===== src/rtl/riscv_cache_maint_ctrl.sv =====
// Whole-cache maintenance sequencer for one I- or D-cache.
// Latches CPU invalidate/clean requests, waits for the pipeline to drain,
// then walks every set index through the setup stage, one set per
// request/acknowledge handshake. Requests that arrive once the walk has
// started are collected as a pending op and run back-to-back afterwards.
module riscv_cache_maint_ctrl #(
    parameter int XLEN       = 32,
    parameter int SIZE       = 64,
    parameter int BLOCK_SIZE = XLEN,
    parameter int WAYS       = 2,
    // sets = cache bits / (line bits * ways); index width never below one bit
    localparam int SETS      = (SIZE * 32'd1024 * 32'd8) / (BLOCK_SIZE * WAYS),
    localparam int IDX_BITS  = (SETS > 32'd1) ? $clog2(SETS) : 32'd1
) (
    input  logic                clk_i,
    input  logic                rst_i,
    input  logic                invalidate_i,
    input  logic                clean_i,
    input  logic                pipe_empty_i,
    input  logic                stall_i,
    input  logic                ack_i,
    output logic                busy_o,
    output logic                sel_maint_o,
    output logic                req_o,
    output logic                invalidate_o,
    output logic                clean_o,
    output logic [IDX_BITS-1:0] idx_o,
    output logic                done_o
);

    // Last index is compared explicitly so a non-power-of-2 set count never wraps.
    localparam logic [IDX_BITS-1:0] LAST_IDX = IDX_BITS'(SETS - 32'd1);
    localparam logic [IDX_BITS-1:0] IDX_ONE  = IDX_BITS'(1'b1);
    localparam logic [IDX_BITS-1:0] IDX_ZERO = {IDX_BITS{1'b0}};

    typedef enum logic [2:0] {
        ST_IDLE  = 3'd0,
        ST_DRAIN = 3'd1,
        ST_ISSUE = 3'd2,
        ST_WAIT  = 3'd3,
        ST_DONE  = 3'd4
    } state_t;

    state_t                state_r;
    state_t                state_s;
    logic                  op_inv_r;
    logic                  op_inv_s;
    logic                  op_cln_r;
    logic                  op_cln_s;
    logic                  pend_inv_r;
    logic                  pend_inv_s;
    logic                  pend_cln_r;
    logic                  pend_cln_s;
    logic [IDX_BITS-1:0]   idx_r;
    logic [IDX_BITS-1:0]   idx_s;
    logic                  req_r;
    logic                  done_r;
    logic                  busy_r;
    logic                  new_req_s;

    assign new_req_s = invalidate_i | clean_i;

    // Next-state, op/pending latch and index update for the maintenance walk.
    always_comb begin
        state_s    = state_r;
        op_inv_s   = op_inv_r;
        op_cln_s   = op_cln_r;
        pend_inv_s = pend_inv_r;
        pend_cln_s = pend_cln_r;
        idx_s      = idx_r;
        case (state_r)
            ST_IDLE: begin
                if (new_req_s) begin
                    state_s  = ST_DRAIN;
                    op_inv_s = invalidate_i;
                    op_cln_s = clean_i;
                end else begin
                    state_s  = ST_IDLE;
                end
            end
            ST_DRAIN: begin
                // Walk not started yet: late requests simply widen the current op.
                op_inv_s = op_inv_r | invalidate_i;
                op_cln_s = op_cln_r | clean_i;
                if (pipe_empty_i) begin
                    state_s = ST_ISSUE;
                    idx_s   = IDX_ZERO;
                end else begin
                    state_s = ST_DRAIN;
                end
            end
            ST_ISSUE: begin
                pend_inv_s = pend_inv_r | invalidate_i;
                pend_cln_s = pend_cln_r | clean_i;
                if (!stall_i) begin
                    state_s = ST_WAIT;
                end else begin
                    state_s = ST_ISSUE;
                end
            end
            ST_WAIT: begin
                pend_inv_s = pend_inv_r | invalidate_i;
                pend_cln_s = pend_cln_r | clean_i;
                if (ack_i) begin
                    if (idx_r == LAST_IDX) begin
                        state_s = ST_DONE;
                    end else begin
                        state_s = ST_ISSUE;
                        idx_s   = idx_r + IDX_ONE;
                    end
                end else begin
                    state_s = ST_WAIT;
                end
            end
            ST_DONE: begin
                // Pending work (including a request landing this cycle) restarts
                // at DRAIN so busy never drops between the two walks.
                pend_inv_s = 1'b0;
                pend_cln_s = 1'b0;
                if (pend_inv_r | pend_cln_r | new_req_s) begin
                    state_s  = ST_DRAIN;
                    op_inv_s = pend_inv_r | invalidate_i;
                    op_cln_s = pend_cln_r | clean_i;
                end else begin
                    state_s  = ST_IDLE;
                    op_inv_s = 1'b0;
                    op_cln_s = 1'b0;
                end
            end
            default: begin
                state_s    = ST_IDLE;
                op_inv_s   = 1'b0;
                op_cln_s   = 1'b0;
                pend_inv_s = 1'b0;
                pend_cln_s = 1'b0;
                idx_s      = IDX_ZERO;
            end
        endcase
    end

    // State, latches and registered outputs; reset aborts any walk in progress.
    always_ff @(posedge clk_i or posedge rst_i) begin
        if (rst_i) begin
            state_r    <= ST_IDLE;
            op_inv_r   <= 1'b0;
            op_cln_r   <= 1'b0;
            pend_inv_r <= 1'b0;
            pend_cln_r <= 1'b0;
            idx_r      <= IDX_ZERO;
            req_r      <= 1'b0;
            done_r     <= 1'b0;
            busy_r     <= 1'b0;
        end else begin
            state_r    <= state_s;
            op_inv_r   <= op_inv_s;
            op_cln_r   <= op_cln_s;
            pend_inv_r <= pend_inv_s;
            pend_cln_r <= pend_cln_s;
            idx_r      <= idx_s;
            req_r      <= (state_s == ST_ISSUE) || (state_s == ST_WAIT);
            done_r     <= (state_s == ST_DONE);
            busy_r     <= (state_s != ST_IDLE);
        end
    end

    assign sel_maint_o  = (state_r == ST_ISSUE) || (state_r == ST_WAIT);
    assign busy_o       = busy_r;
    assign req_o        = req_r;
    assign done_o       = done_r;
    assign invalidate_o = op_inv_r;
    assign clean_o      = op_cln_r;
    assign idx_o        = idx_r;

endmodule

===== config.mk =====
export PLATFORM = sky130hd
export DESIGN_NAME = riscv_cache_maint_ctrl
export DESIGN_NICKNAME = d
export VERILOG_FILES = /design/src/rtl/riscv_cache_maint_ctrl.sv
export SDC_FILE = /design/constraint.sdc
export NUM_CORES = 1
export LEC_CHECK = 0
export BUFFER_PORTS_ARGS = -buffer_cell sky130_fd_sc_hd__buf_2
export CORE_ASPECT_RATIO = 1.2
export CORE_MARGIN = 4
export CORE_UTILIZATION = 53
export DETAILED_ROUTE_END_ITERATION = 10
export PLACE_DENSITY = 0.78
export SLEW_MARGIN = 20
export SYNTH_ARGS = -nofsm -noshare
export SYNTH_HDL_FRONTEND = slang
export SYNTH_SLANG_ARGS = --single-unit

===== constraint.sdc =====
create_clock -name clk_i -period 2 [get_ports clk_i]
set_clock_uncertainty 0.05 [all_clocks]
set_input_delay 0.3 -clock clk_i [delete_from_list [all_inputs] [get_ports clk_i]]
set_output_delay 0.3 -clock clk_i [all_outputs]
set_load 0.05 [all_outputs]

## After elaboration in Yosys (flattened, before gate mapping)

Cells that the tools add are included.

| storage, ports and cells | value |
|---|---|
| bits in registers | 23 |

| cells by class | value |
|---|---|
| $add $sub $neg | 1 |
| muxes and demuxes | 19 |
| reduce and logical (&&, ||, !) cells | 9 |
| bitwise operators | 9 |
| equal/unequal tests | 12 |

Operator list:

| cell | count |
|---|---|
| two-way mux 13 bit | 3 |
| one-hot mux 13 bit (3 select lines) | 1 |
| one-hot mux 3 bit (5 select lines) | 1 |
| adder 13 x 1 -> 13 bit, second input constant | 1 |
| equality test 13 bit, second input constant | 1 |
| equality test 3 x 2 -> 1 bit, second input constant | 4 |
| != test 2 bit, second input constant | 4 |
| one-hot mux 1 bit (4 select lines) | 2 |
| two-way mux 1 bit | 7 |
| OR 1 bit | 7 |
| equality test 3 bit, second input constant | 2 |
| two-way mux 3 bit | 2 |
| one-hot mux 1 bit (2 select lines) | 2 |
| AND reduction 4 bit | 1 |
| OR reduction 2 bit | 2 |
| equality test 3 x 1 -> 1 bit, second input constant | 1 |
| zero test 3 bit | 1 |
| nonzero test 3 bit | 1 |
| OR reduction 3 bit | 1 |
| logical OR 1 bit | 2 |
| two-way mux 2 bit | 1 |
| NOT 1 bit | 2 |
| AND reduction 2 bit | 1 |

## Depth between registers and ports, before layout

Gate-level depths: netlist of run 1.

| logic depth | value |
|---|---|
| depth after elaboration | 6 |
| gate-level depth with buffers | 7 |
| mapped depth without buffers | 6 |

## Worst setup path after synthesis of run 1

OpenSTA, ideal clock, no wires.

| path | value |
|---|---|
| path type | flip-flop to flip-flop |
| start | register idx_r[0] (netlist: idx_o[0]) |
| end | register idx_r[9] (netlist: idx_o[9]) |
| cell stages (with the launch flop) | 7 |
| data arrival time | 2.037 ns |
| library setup time | 0.125 ns |
| clock period less this slack | 2.212 ns |
| path slack | -0.212 ns |
| path through | dfrtp_1 -> ha_1 -> nand4_2 -> nor4_4 -> nor4_4 -> nand3_2 -> mux2_4 |

| on the way | value |
|---|---|
| word-level cells in the longest chain between the ends | 4 |
| elaborated cells on any way between the ends | 7 |
| those cells by class | add/sub (1); eq/ne (2); mux (3); reduce/logical (1) |

RTL lines:

| element | RTL line | RTL |
|---|---|---|
| from (decl) | 54 | `logic [IDX_BITS-1:0] idx_r;` |
| from (signal assigned) | 159 | `idx_r <= idx_s;` |
| adder 13 x 1 -> 13 bit | 109 | `idx_s = idx_r + IDX_ONE;` |
| two-way mux 13 bit | 105 | `if (idx_r == LAST_IDX) begin` |
| two-way mux 13 bit | 104 | `if (ack_i) begin` |
| one-hot mux 13 bit (3 select lines) | 71 | `case (state_r)` |

Several ways; a longest one is shown, not always the timed one. The select of a mux whose other input is x is not followed.
A chain may end at the register's enable or synchronous reset.

## Final worst setup path of run 1

| path | value |
|---|---|
| start | register state_r[1] |
| end | register idx_r[9] (netlist: idx_o[9]) |

| on the way | value |
|---|---|
| word-level cells in the longest chain between the ends | 4 |
| elaborated cells on any way between the ends | 12 |
| those cells by class | eq/ne (7); mux (1); bitwise (1); reduce/logical (3) |

RTL lines:

| element | RTL line | RTL |
|---|---|---|
| from (decl) | 44 | `state_t state_r;` |
| from (signal assigned) | 154 | `state_r <= state_s;` |
| equality test 3 x 2 -> 1 bit, or another cell as far along | 71 |  |
| OR reduction 3 bit (no source line) | n/a |  |
| NOT 1 bit (no source line) | n/a |  |
| AND reduction 4 bit (no source line) | n/a |  |

Several ways; a longest one is shown, not always the timed one.

==> flow_summary.yaml, run 1 <==
sta:
  finalCriticalPeriod_ns: 1.806
  slew_headroom: 0.7413
  worstMarginPinSlew_ns: 0.3876
  timing.setup.tns_ns: 0
  finalCritPeriodShare: 0.9032
  rsz0062_at_grt: "false"
  setup_violations: 0
  fmax_mhz: 553.6
  hold_viol_final: 0
  layout_setup_ws_ns: 0.1935
  slew_violations: 0
setup_path:
  crit_chain: "mux2_4 > a22oi_4 > nor4_4 > nand3_2 > mux2_4"
  path_max_fanout: 10
  crit_path_top_delay_cell: "dfrtp_1"
  path_delay_family: "multiplexers"
  crit_buf_inv: 0
  r2r_cells: 5
  rr_startpoint: "state_r[1]$_DFF_PP0_"
  reg2reg_to: "idx_o[9]$_DFFE_PP0P_"
  slowest_delay_ns: 0.47
  required_ns: 2.16
  worstPathArrival_ns: 1.97
  startpoint_type: "flop"
  worstSetupPathType: "flop to flop"
  rrSetupSlack_ns: 0.19
  crit_top_cell: "mux2_4"
  endpoint_kind: "flop"
drt:
  wl_um: 2596
  first_pass_iters: 4
  wl_per_cell_um: 13.74
  drt_iter0_drc: 24
  routed.top_layer: "met4"
  ant_nets: 0
  routed-wl-met2_um: 1396
  dr_wl_met3_um: 104
  drc_errors: 0
  via_count: 1047
  viasPerCell: 5.540
  met1Wirelength_um: 1064
die:
  die_w_um: 51.98
  rows: 18
  start_util: 0.5749
  core_um2: 2140
  die-area_um2: 3159
  num_io_pins: 26
  die_h_um: 60.77
final_layout:
  num_antenna_cells: 0
  seqCellArea_um2: 578.1
  final_common_cell: "buf_2"
  multi_input_area_um2: 616.8
  fillers: 188
  num-nets-final: 168
  drive_gt1_frac: 0.3019
  final_cell_mix: "25 x buf_2, 21 x dfrtp_1, 19 x nor2_1"
  syn_to_final_growth_pct: 18.21
cts:
  cts_sinks: 23
  cts_tree: "built"
  clock_latency_ns: 0.31
  numCtsBuffers: 3
  clockRootBuffer: "clkbuf_4"
  clockBufferDepth: 2
  post_cts_resized: 0
  postCtsSetupBuffers: 0
  htree_levels: 1
  clkTransAtPathRegs_ns: 0.12
global_routing:
  grtUsageTotal: 0.1910
  antenna_found_initial: 0
  overflow: 0
  grt_max_degree: 14
  grt_pass1_vias: 1052
  grt_pass1_wl_um: 4464
synth:
  ys_seq_elements: 23
  synth_area_um2: 1230
  postSynthCellCount: 127
  ys_seq_area_frac: 0.4680
  synth_flop_cell: "dfrtp_1"
  syn_nets: 135
  yosysWarnings: 0
  synth.area.top_cells: "dfrtp_1 47%, nor2_1 5.8%, a21oi_1 4.5%"
  synth_edf_count: 0
  synth.distinct_cells: 39
  async_flop_share: 1.000
  avgSynthCellArea_um2: 9.684
  synth_top_area_share: 0.4680
  synth_top_cell_by_area: "dfrtp_1"
pwr:
  combinationalPowerShare: 0.335
  p_leak_nw: 0.6646
  ir_worst_vdd_uv: 861.8
  switching_share: 0.4068
  p_switching_uw: 488.2
  internal_power_uw: 711.8
  p_per_area_nw_per_um2: 825.4
  pwr-share-clk: 0.182
  sequentialPowerShare: 0.483
min_path:
  hold_path_depth: 3
  hold_start: "invalidate_i"
  min_path_type: "primary input to flop"
  min_to: "pend_inv_r$_DFFE_PP0N_"
place:
  place_ws_ns: 0.1160
  io_buffers: 25
  hpwlAfterDp_um: 2042
  place.gp.congestion: 0.8891
flow_run:
  cap_violations: 0
status:
  status: "complete, no violations"
repair_timing:
item                       4_1_cts  5_1_grt
hold buffers                     1        0
hold endpoints to repair        10        0
setup endpoints to repair        0        1
synth_stat cells (2+ instances only):
library cell and number:
nor4_4 2, a21oi_1 11, buf_2 2, nand3_1 5
nand2_1 7, nor2b_1 2, nand4_1 3, mux2_4 2
nor2_1 19, dfrtp_1 23, xnor2_1 5, nor3_1 10
and3_1 2, o21ai_0 6, inv_1 4
registers in the layout (all words and copies together), names as in the netlist:
name,count
invalidate_o,1
done_o,1
idx_o,13
busy_o,1
clean_o,1
state_r,3
req_o,1
pend_inv_r,1
pend_cln_r,1
through the flow:
step                        util  power [mW]  cell area, um2  hold slack [ns]  std cells
final                     0.6795       1.200            1454           0.2221        189
after detailed placement  0.6626      0.9920            1418           0.2484        184
after global placement    0.6626      0.9841            1418           0.2364        184
after CTS                 0.6795       1.208            1454           0.2199        189
after floorplan                -      0.8934            1235           0.2518        127
after global routing      0.6795       1.269            1454           0.2311        189
cell families (layout without fill, tap and decap cells):
group | Yosys count | count (layout) | synth area share
multiplexers | 4 | 4 | 0.04171
XOR/XNOR | 5 | 5 | 0.03560
AO/OA/AOI/OAI | 23 | 23 | 0.1190
buffers and inverters | 8 | 40 | 0.03255
flip-flops | 23 | 23 | 0.4680
AND/OR/NAND/NOR | 63 | 63 | 0.2930
adder cells (fa/ha/maj) | 1 | 1 | 0.01017
power groups by stage:
stage / combinational [mW] / sequential, mW / clock, mW
global route: 0.433 / 0.593 / 0.243
detailed placement: 0.403 / 0.589 / 0
CTS: 0.406 / 0.580 / 0.222
finish: 0.402 / 0.579 / 0.219
floorplan: 0.134 / 0.759 / 0
global placement: 0.400 / 0.584 / 0
worst max path at each step:
stage,slack [ns],start,to,cells past startpoint
2_1_floorplan,-0.05,idx_o[3]$_DFFE_PP0P_,idx_o[9]$_DFFE_PP0P_,5
3_3_place_gp,0.23,idx_o[0]$_DFFE_PP0P_,idx_o[9]$_DFFE_PP0P_,6
3_5_place_dp,0.12,idx_o[0]$_DFFE_PP0P_,idx_o[4]$_DFFE_PP0P_,7
4_1_cts,0.09,idx_o[0]$_DFFE_PP0P_,idx_o[4]$_DFFE_PP0P_,7
5_1_grt,0.04,idx_o[8]$_DFFE_PP0P_,idx_o[4]$_DFFE_PP0P_,6
6_report,0.19,state_r[1]$_DFF_PP0_,idx_o[9]$_DFFE_PP0P_,5
metal layers:
| layer | track usage | vias to the layer above |
|---|---|---|
| met4 | 0.06742 | 0 |
| met5 | 0 | - |
| met1 | 0.2075 | 502 |
| li1 | - | 515 |
| met3 | 0.02948 | 4 |
| met2 | 0.3698 | 26 |
final cells by class:
type,count,area share
Clock buffer,4,0.01807
Inverter,4,0.01033
Sequential cell,23,0.3976
Tap cell,30,0.02582
Timing Repair Buffer,32,0.1239
Multi-Input combinational cell,96,0.4243
worst reg2reg max path: stages (launching register included):
cell,delay (ns)
dfrtp_1,0.47
mux2_4,0.34
a22oi_4,0.35
nor4_4,0.11
nand3_2,0.10
mux2_4,0.29
(Power assumes the default switching activity.)
==> run 2, diff against run 1 <==
--- a/config.mk
+++ b/config.mk
@@ -10,7 +10,7 @@
 export CORE_MARGIN = 4
 export CORE_UTILIZATION = 53
 export DETAILED_ROUTE_END_ITERATION = 10
-export PLACE_DENSITY = 0.78
+export PLACE_DENSITY = 0.87
 export SLEW_MARGIN = 20
 export SYNTH_ARGS = -nofsm -noshare
 export SYNTH_HDL_FRONTEND = slang
==> run 2 against run 1 <==
Compared with the run above:
- routed wire length is 6.1% higher
- maximum frequency is 3.2% lower
- count of clock-buffer cells in the layout is 1 lower
- sequential share of layout area hardly changed
- via count grew 1.5%
- critical endpoint unchanged
- clock power about the same
- final cell count stayed put
- combinational power about the same
- die area unchanged
- critical path depth increased by 1
- sequential power hardly changed
==> flow_summary.yaml, run 2 (synthesis gave the netlist of run 1 again) <==
cts:
  clkTransAtPathRegs_ns: 0.13
  cts_sinks: 23
  cts_hold_buf: 1
  clock_latency_ns: 0.31
  clockBufferDepth: 2
  numCtsBuffers: 3
  postCtsSetupBuffers: 0
  htree_levels: 1
  cts_tree: "built"
  clockRootBuffer: "clkbuf_4"
  post_cts_resized: 0
die:
  core_um2: 2140
  die-area_um2: 3159
  die_w_um: 51.98
  start_util: 0.5749
  die_h_um: 60.77
  num_io_pins: 26
  rows: 18
setup_path:
  crit_chain: "ha_1 > nand4_2 > nor4_4 > nor4_4 > nand3_2 > mux2_4"
  path_delay_family: "simple AND/OR/NAND/NOR gates"
  crit_path_top_delay_cell: "dfrtp_2"
  endpoint_kind: "flop"
  required_ns: 2.16
  worstPathArrival_ns: 2.03
  path_max_fanout: 5
  startpoint_type: "flop"
  slowest_delay_ns: 0.41
  crit_top_cell: "nor4_4"
  worstSetupPathType: "flop to flop"
  crit_buf_inv: 0
drt:
  ant_nets: 0
  via_count: 1063
  first_pass_iters: 4
  drc_errors: 0
  viasPerCell: 5.624
  wl_per_cell_um: 14.57
  wl_um: 2754
  drt_iter0_drc: 39
sta:
  slew_violations: 0
  setup_violations: 0
  finalCritPeriodShare: 0.9331
  worstMarginPinSlew_ns: 0.3564
  layout_setup_ws_ns: 0.1338
  fmax_mhz: 535.9
  slew_headroom: 0.7622
  hold_viol_final: 0
  rsz0062_at_grt: "false"
  finalCriticalPeriod_ns: 1.866
place:
  io_buffers: 25
  hpwlAfterDp_um: 2144
  place.gp.congestion: 0.9326
  placedCellCount: 184
  place_area_um2: 1418
  place_ws_ns: 0.1529
pwr:
  internal_power_uw: 708.5
  switching_share: 0.4099
  combinationalPowerShare: 0.336
  p_switching_uw: 492.2
  p_per_area_nw_per_um2: 825.1
  p_leak_nw: 0.6674
  pwr-share-clk: 0.181
  p_total_mw: 1.201
  sequentialPowerShare: 0.484
  ir_worst_vdd_uv: 632.3
final_layout:
  fin_cells: 189
  final_cell_mix: "25 x buf_2, 21 x dfrtp_1, 19 x nor2_1"
  final_cell_area_um2: 1455
  drive_gt1_frac: 0.3082
  num_antenna_cells: 0
  syn_to_final_growth_pct: 18.31
  fillers: 174
  largest_reg_flops: 13
  final_common_cell: "buf_2"
  num-nets-final: 168
  final_util: 0.6801
global_routing:
  grt_pass1_vias: 1107
  grt_pass1_wl_um: 4588
  overflow: 0
  grtUsageTotal: 0.1934
  antenna_found_initial: 0
  grt_max_degree: 15
min_path:
  min_path_type: "primary input to flop"
flow_run:
  cap_violations: 0
status:
  status: "complete, no violations"
-- run 2: worst min-delay path, stage by stage --
cell and delay (ns):
buf_2 0.11, a21oi_1 0.07, nor2_1 0.08
-- run 2: final cells by class --
cell class	instances	area, um2	share of cell area
Multi-Input combinational cell	96	616.8	0.4239
Sequential cell	23	578.1	0.3972
Clock inverter	1	5.005	0.003439
Timing Repair Buffer	32	180.2	0.1238
Inverter	4	15.01	0.01032
Clock buffer	3	22.52	0.01548
Tap cell	30	37.54	0.02580
-- run 2: path summary, 6_finish.rpt --
check	start	cells after the start	end	slack, ns
min reg2reg	invalidate_o$_DFFE_PP0P_	2	invalidate_o$_DFFE_PP0P_	0.45
min	clean_i	3	pend_cln_r$_DFFE_PP0N_	0.24
max	idx_o[0]$_DFFE_PP0P_	6	idx_o[9]$_DFFE_PP0P_	0.13
max in group asynchronous	rst_i	4	state_r[0]$_DFF_PP0_	0.97
max reg2reg	idx_o[0]$_DFFE_PP0P_	6	idx_o[9]$_DFFE_PP0P_	0.13
min in group asynchronous	rst_i	3	idx_o[7]$_DFFE_PP0P_	0.42
-- run 2: per-layer routing --
layer,up-vias,part of all wire,global-route usage
li1,516,-,-
met1,501,0.41,0.2100
met2,40,0.52,0.3537
met3,6,0.056,0.03194
met4,0,0.016,0.1086
met5,-,0,0
-- run 2: through the flow --
stage | TNS [ns] | hold WS [ns]
after CTS | 0 | 0.2341
after global routing | 0 | 0.2431
after floorplan | -0.05440 | 0.2518
final | 0 | 0.2357
after global placement | 0 | 0.2232
after detailed placement | 0 | 0.2357
-- run 2: power by group through the flow --
| stage | clock [mW] | sequential, mW | combinational [mW] |
|---|---|---|---|
| floorplan | 0 | 0.759 | 0.134 |
| global placement | 0 | 0.586 | 0.400 |
| detailed placement | 0 | 0.592 | 0.404 |
| CTS | 0.219 | 0.582 | 0.406 |
| global route | 0.239 | 0.595 | 0.429 |
| finish | 0.217 | 0.581 | 0.403 |
==> run 3, diff against run 2 <==
--- a/config.mk
+++ b/config.mk
@@ -5,12 +5,13 @@
 export SDC_FILE = /design/constraint.sdc
 export NUM_CORES = 1
 export LEC_CHECK = 0
+export ABC_AREA = 1
 export BUFFER_PORTS_ARGS = -buffer_cell sky130_fd_sc_hd__buf_2
 export CORE_ASPECT_RATIO = 1.2
 export CORE_MARGIN = 4
-export CORE_UTILIZATION = 53
+export CORE_UTILIZATION = 55
 export DETAILED_ROUTE_END_ITERATION = 10
-export PLACE_DENSITY = 0.87
+export PLACE_DENSITY = 0.88
 export SLEW_MARGIN = 20
 export SYNTH_ARGS = -nofsm -noshare
 export SYNTH_HDL_FRONTEND = slang
==> run 3 against run 2 <==
Compared with the run above:
- die area is 9.8% higher
- count of clock-buffer cells in the layout rose by 1
- synthesized cell count rose by 43%
- design area increased by 11%
- maximum frequency rose by 7.7%
- sequential share of layout area is 4.0 points lower
- hold slack lost 0.047 ns
- utilization decreased by 0.33 points
- register-to-register slack improved by 0.13 ns
- first-iteration DRC count decreased by 46%
- via count increased by 18%
- power rose by 38%
- critical path type unchanged
- critical endpoint is now idx_o[10]$_DFFE_PP0P_
- largest cell class unchanged
- highest routed layer unchanged
==> flow_summary.yaml, run 3 <==
sta:
  slew_violations: 0
  rsz0062_at_grt: "false"
  setup_violations: 0
  hold_viol_final: 0
  worstMarginPinSlew_ns: 0.3483
  finalCritPeriodShare: 0.8662
  timing.setup.tns_ns: 0
  finalCriticalPeriod_ns: 1.732
  fmax_mhz: 577.2
  whs_ns: 0.1885
  slew_headroom: 0.7678
setup_path:
  worstSetupPathType: "flop to flop"
  slowest_delay_ns: 0.44
  worstPathArrival_ns: 1.94
  r2r_cells: 9
  setup.worst_path.start: "idx_o[0]$_DFFE_PP0P_"
  crit_top_cell: "nand2_4"
  cp-endpoint: "idx_o[10]$_DFFE_PP0P_"
  crit_path_top_delay_cell: "dfrtp_1"
  path_max_fanout: 20
  startpoint_type: "flop"
  required_ns: 2.21
  rrSetupSlack_ns: 0.27
  crit_chain: "ha_1 > inv_1 > nor2_4 > nand2_4 > nor2_8 > nand2_4 > nand2_8 > nand2_1 > o21ai_2"
  reg2reg_to: "idx_o[10]$_DFFE_PP0P_"
  rr_startpoint: "idx_o[0]$_DFFE_PP0P_"
  endpoint_kind: "flop"
drt:
  wl_um: 2826
  drc_errors: 0
  viasPerCell: 5.160
  wl_per_cell_um: 11.63
  drt_iter0_drc: 21
  ant_nets: 0
  via_count: 1254
  first_pass_iters: 4
synth:
  ys_seq_area_frac: 0.4046
  synth.distinct_cells: 24
  async_flop_share: 1.000
  synth_top_area_share: 0.4046
  postSynthCellCount: 182
  syn_nets: 190
  ys_seq_elements: 23
  synth.top_cells.by_count: "48 x nand2_1, 23 x dfrtp_1, 21 x inv_1"
  synth_top_cell_by_area: "dfrtp_1"
  synth_area_um2: 1423
  yosysWarnings: 0
  synth_most_common_cell: "nand2_1"
  synth_edf_count: 0
  avgSynthCellArea_um2: 7.817
  synth.area.top_cells: "dfrtp_1 40%, nand2_1 13%, nand3_1 6.0%"
  synth_flop_cell: "dfrtp_1"
global_routing:
  antenna_found_initial: 0
  overflow: 0
  grt_max_degree: 24
  grt_pass1_vias: 1210
  grt_pass1_wl_um: 4981
  grtUsageTotal: 0.1885
die:
  die-area_um2: 3467
  die_h_um: 63.71
  start_util: 0.5984
  rows: 19
  num_io_pins: 26
  die_w_um: 54.43
  core_um2: 2377
cts:
  clkTransAtPathRegs_ns: 0.12
  clockBufferDepth: 2
  cts_tree: "built"
  postCtsSetupBuffers: 0
  clock_latency_ns: 0.32
  numCtsBuffers: 3
  htree_levels: 1
  clockRootBuffer: "clkbuf_4"
  cts_sinks: 23
min_path:
  min_path_type: "primary input to flop"
  hold_start: "invalidate_i"
final_layout:
  fin_cells: 243
  final_cell_mix: "48 x nand2_1, 25 x buf_2, 23 x dfrtp_1"
  num_antenna_cells: 0
  drive_gt1_frac: 0.2594
  fillers: 218
  final_common_cell: "nand2_1"
  num-nets-final: 221
  syn_to_final_growth_pct: 13.10
  largest_reg_flops: 13
pwr:
  switching_share: 0.4976
  p_leak_nw: 0.8473
  p_switching_uw: 822.0
  internal_power_uw: 829.9
  p_per_area_nw_per_um2: 1027
  sequentialPowerShare: 0.358
  ir_worst_vdd_uv: 767.2
  pwr-share-clk: 0.130
  combinationalPowerShare: 0.511
place:
  io_buffers: 25
  hpwlAfterDp_um: 2187
  place.gp.congestion: 0.9058
  placedCellCount: 238
status:
  status: "complete, no violations"
flow_run:
  cap_violations: 0
[run 3: changes by cell type after synthesis, sizes merged, moves of 10 or more]
| cell | change |
|---|---|
| a21oi | -10 |
| inv | +19 |
| nand2 | +50 |
| nand3 | +11 |
| nor3 | -10 |
| o21ai | +11 |
[run 3: cells by family (layout without fill, tap and decap cells)]
kind of cell | Yosys count | in the layout | synth area share
AND/OR/NAND/NOR | 104 | 104 | 0.3536
buffers and inverters | 26 | 56 | 0.09235
AO/OA/AOI/OAI | 23 | 23 | 0.1099
flip-flops | 23 | 23 | 0.4046
XOR/XNOR | 5 | 5 | 0.03078
adder cells (fa/ha/maj) | 1 | 1 | 0.008794
[run 3: power by group through the flow]
| stage | Clock, mW | Sequential, mW | Combinational, mW |
|---|---|---|---|
| after floorplan | 0 | 0.785 | 0.555 |
| after global placement | 0 | 0.598 | 0.822 |
| after global routing | 0.240 | 0.601 | 0.927 |
| after CTS | 0.225 | 0.592 | 0.833 |
| final | 0.215 | 0.592 | 0.845 |
| after detailed placement | 0 | 0.602 | 0.827 |
[run 3: timing repair]
action / in CTS / in global routing
setup endpoints to repair: 0 / 2
hold endpoints to repair: 23 / 0
gates resized for setup: 0 / 1
hold buffers: 1 / 0
[run 3: worst min-delay path by stage]
| stage | to | cells after the start | slack (ns) |
|---|---|---|---|
| after floorplan | busy_o$_DFF_PP0_ | 1 | 0.25 |
| after global placement | clean_o$_DFFE_PP0P_ | 3 | 0.30 |
| after detailed placement | clean_o$_DFFE_PP0P_ | 3 | 0.30 |
| after CTS | pend_inv_r$_DFFE_PP0N_ | 3 | 0.18 |
| after global routing | state_r[2]$_DFF_PP0_ | 3 | 0.21 |
| final | pend_inv_r$_DFFE_PP0N_ | 3 | 0.19 |
[run 3: worst max-delay path, delay by kind of cell (launching register included)]
kind / cells / cell delay (ns)
simple gates: 6 / 0.74
flops: 1 / 0.44
fa+ha+maj: 1 / 0.27
buf+inv: 1 / 0.10
compound gates: 1 / 0.06
[run 3: per-layer routing]
layer / global-route usage / up-vias / routed length, um
li1: - / 639 / -
met2: 0.3234 / 36 / 1427
met3: 0.02358 / 7 / 166
met4: 0.08411 / 0 / 71
met5: 0 / - / 0
met1: 0.2254 / 572 / 1161
[run 3: stage by stage]
| step | setup WS, ns | instance area, um2 | power, mW | util |
|---|---|---|---|---|
| 2_1_floorplan | 0.02657 | 1423 | 1.340 | - |
| 3_3_place_gp | 0.2906 | 1564 | 1.420 | 0.6579 |
| 3_5_place_dp | 0.1969 | 1564 | 1.429 | 0.6579 |
| 4_1_cts | 0.1758 | 1600 | 1.651 | 0.6732 |
| 5_1_grt | 0.07695 | 1609 | 1.768 | 0.6768 |
| 6_report | 0.2676 | 1609 | 1.652 | 0.6768 |
[run 3: area by class of cell]
type / count / area (um2) / share of cell area
clock buffer: 4 / 26.28 / 0.01633
sequential: 23 / 575.6 / 0.3577
tap: 31 / 38.79 / 0.02411
inverter: 23 / 86.33 / 0.05365
timing repair buffer: 29 / 157.7 / 0.09798
multi-input combinational: 133 / 724.4 / 0.4502
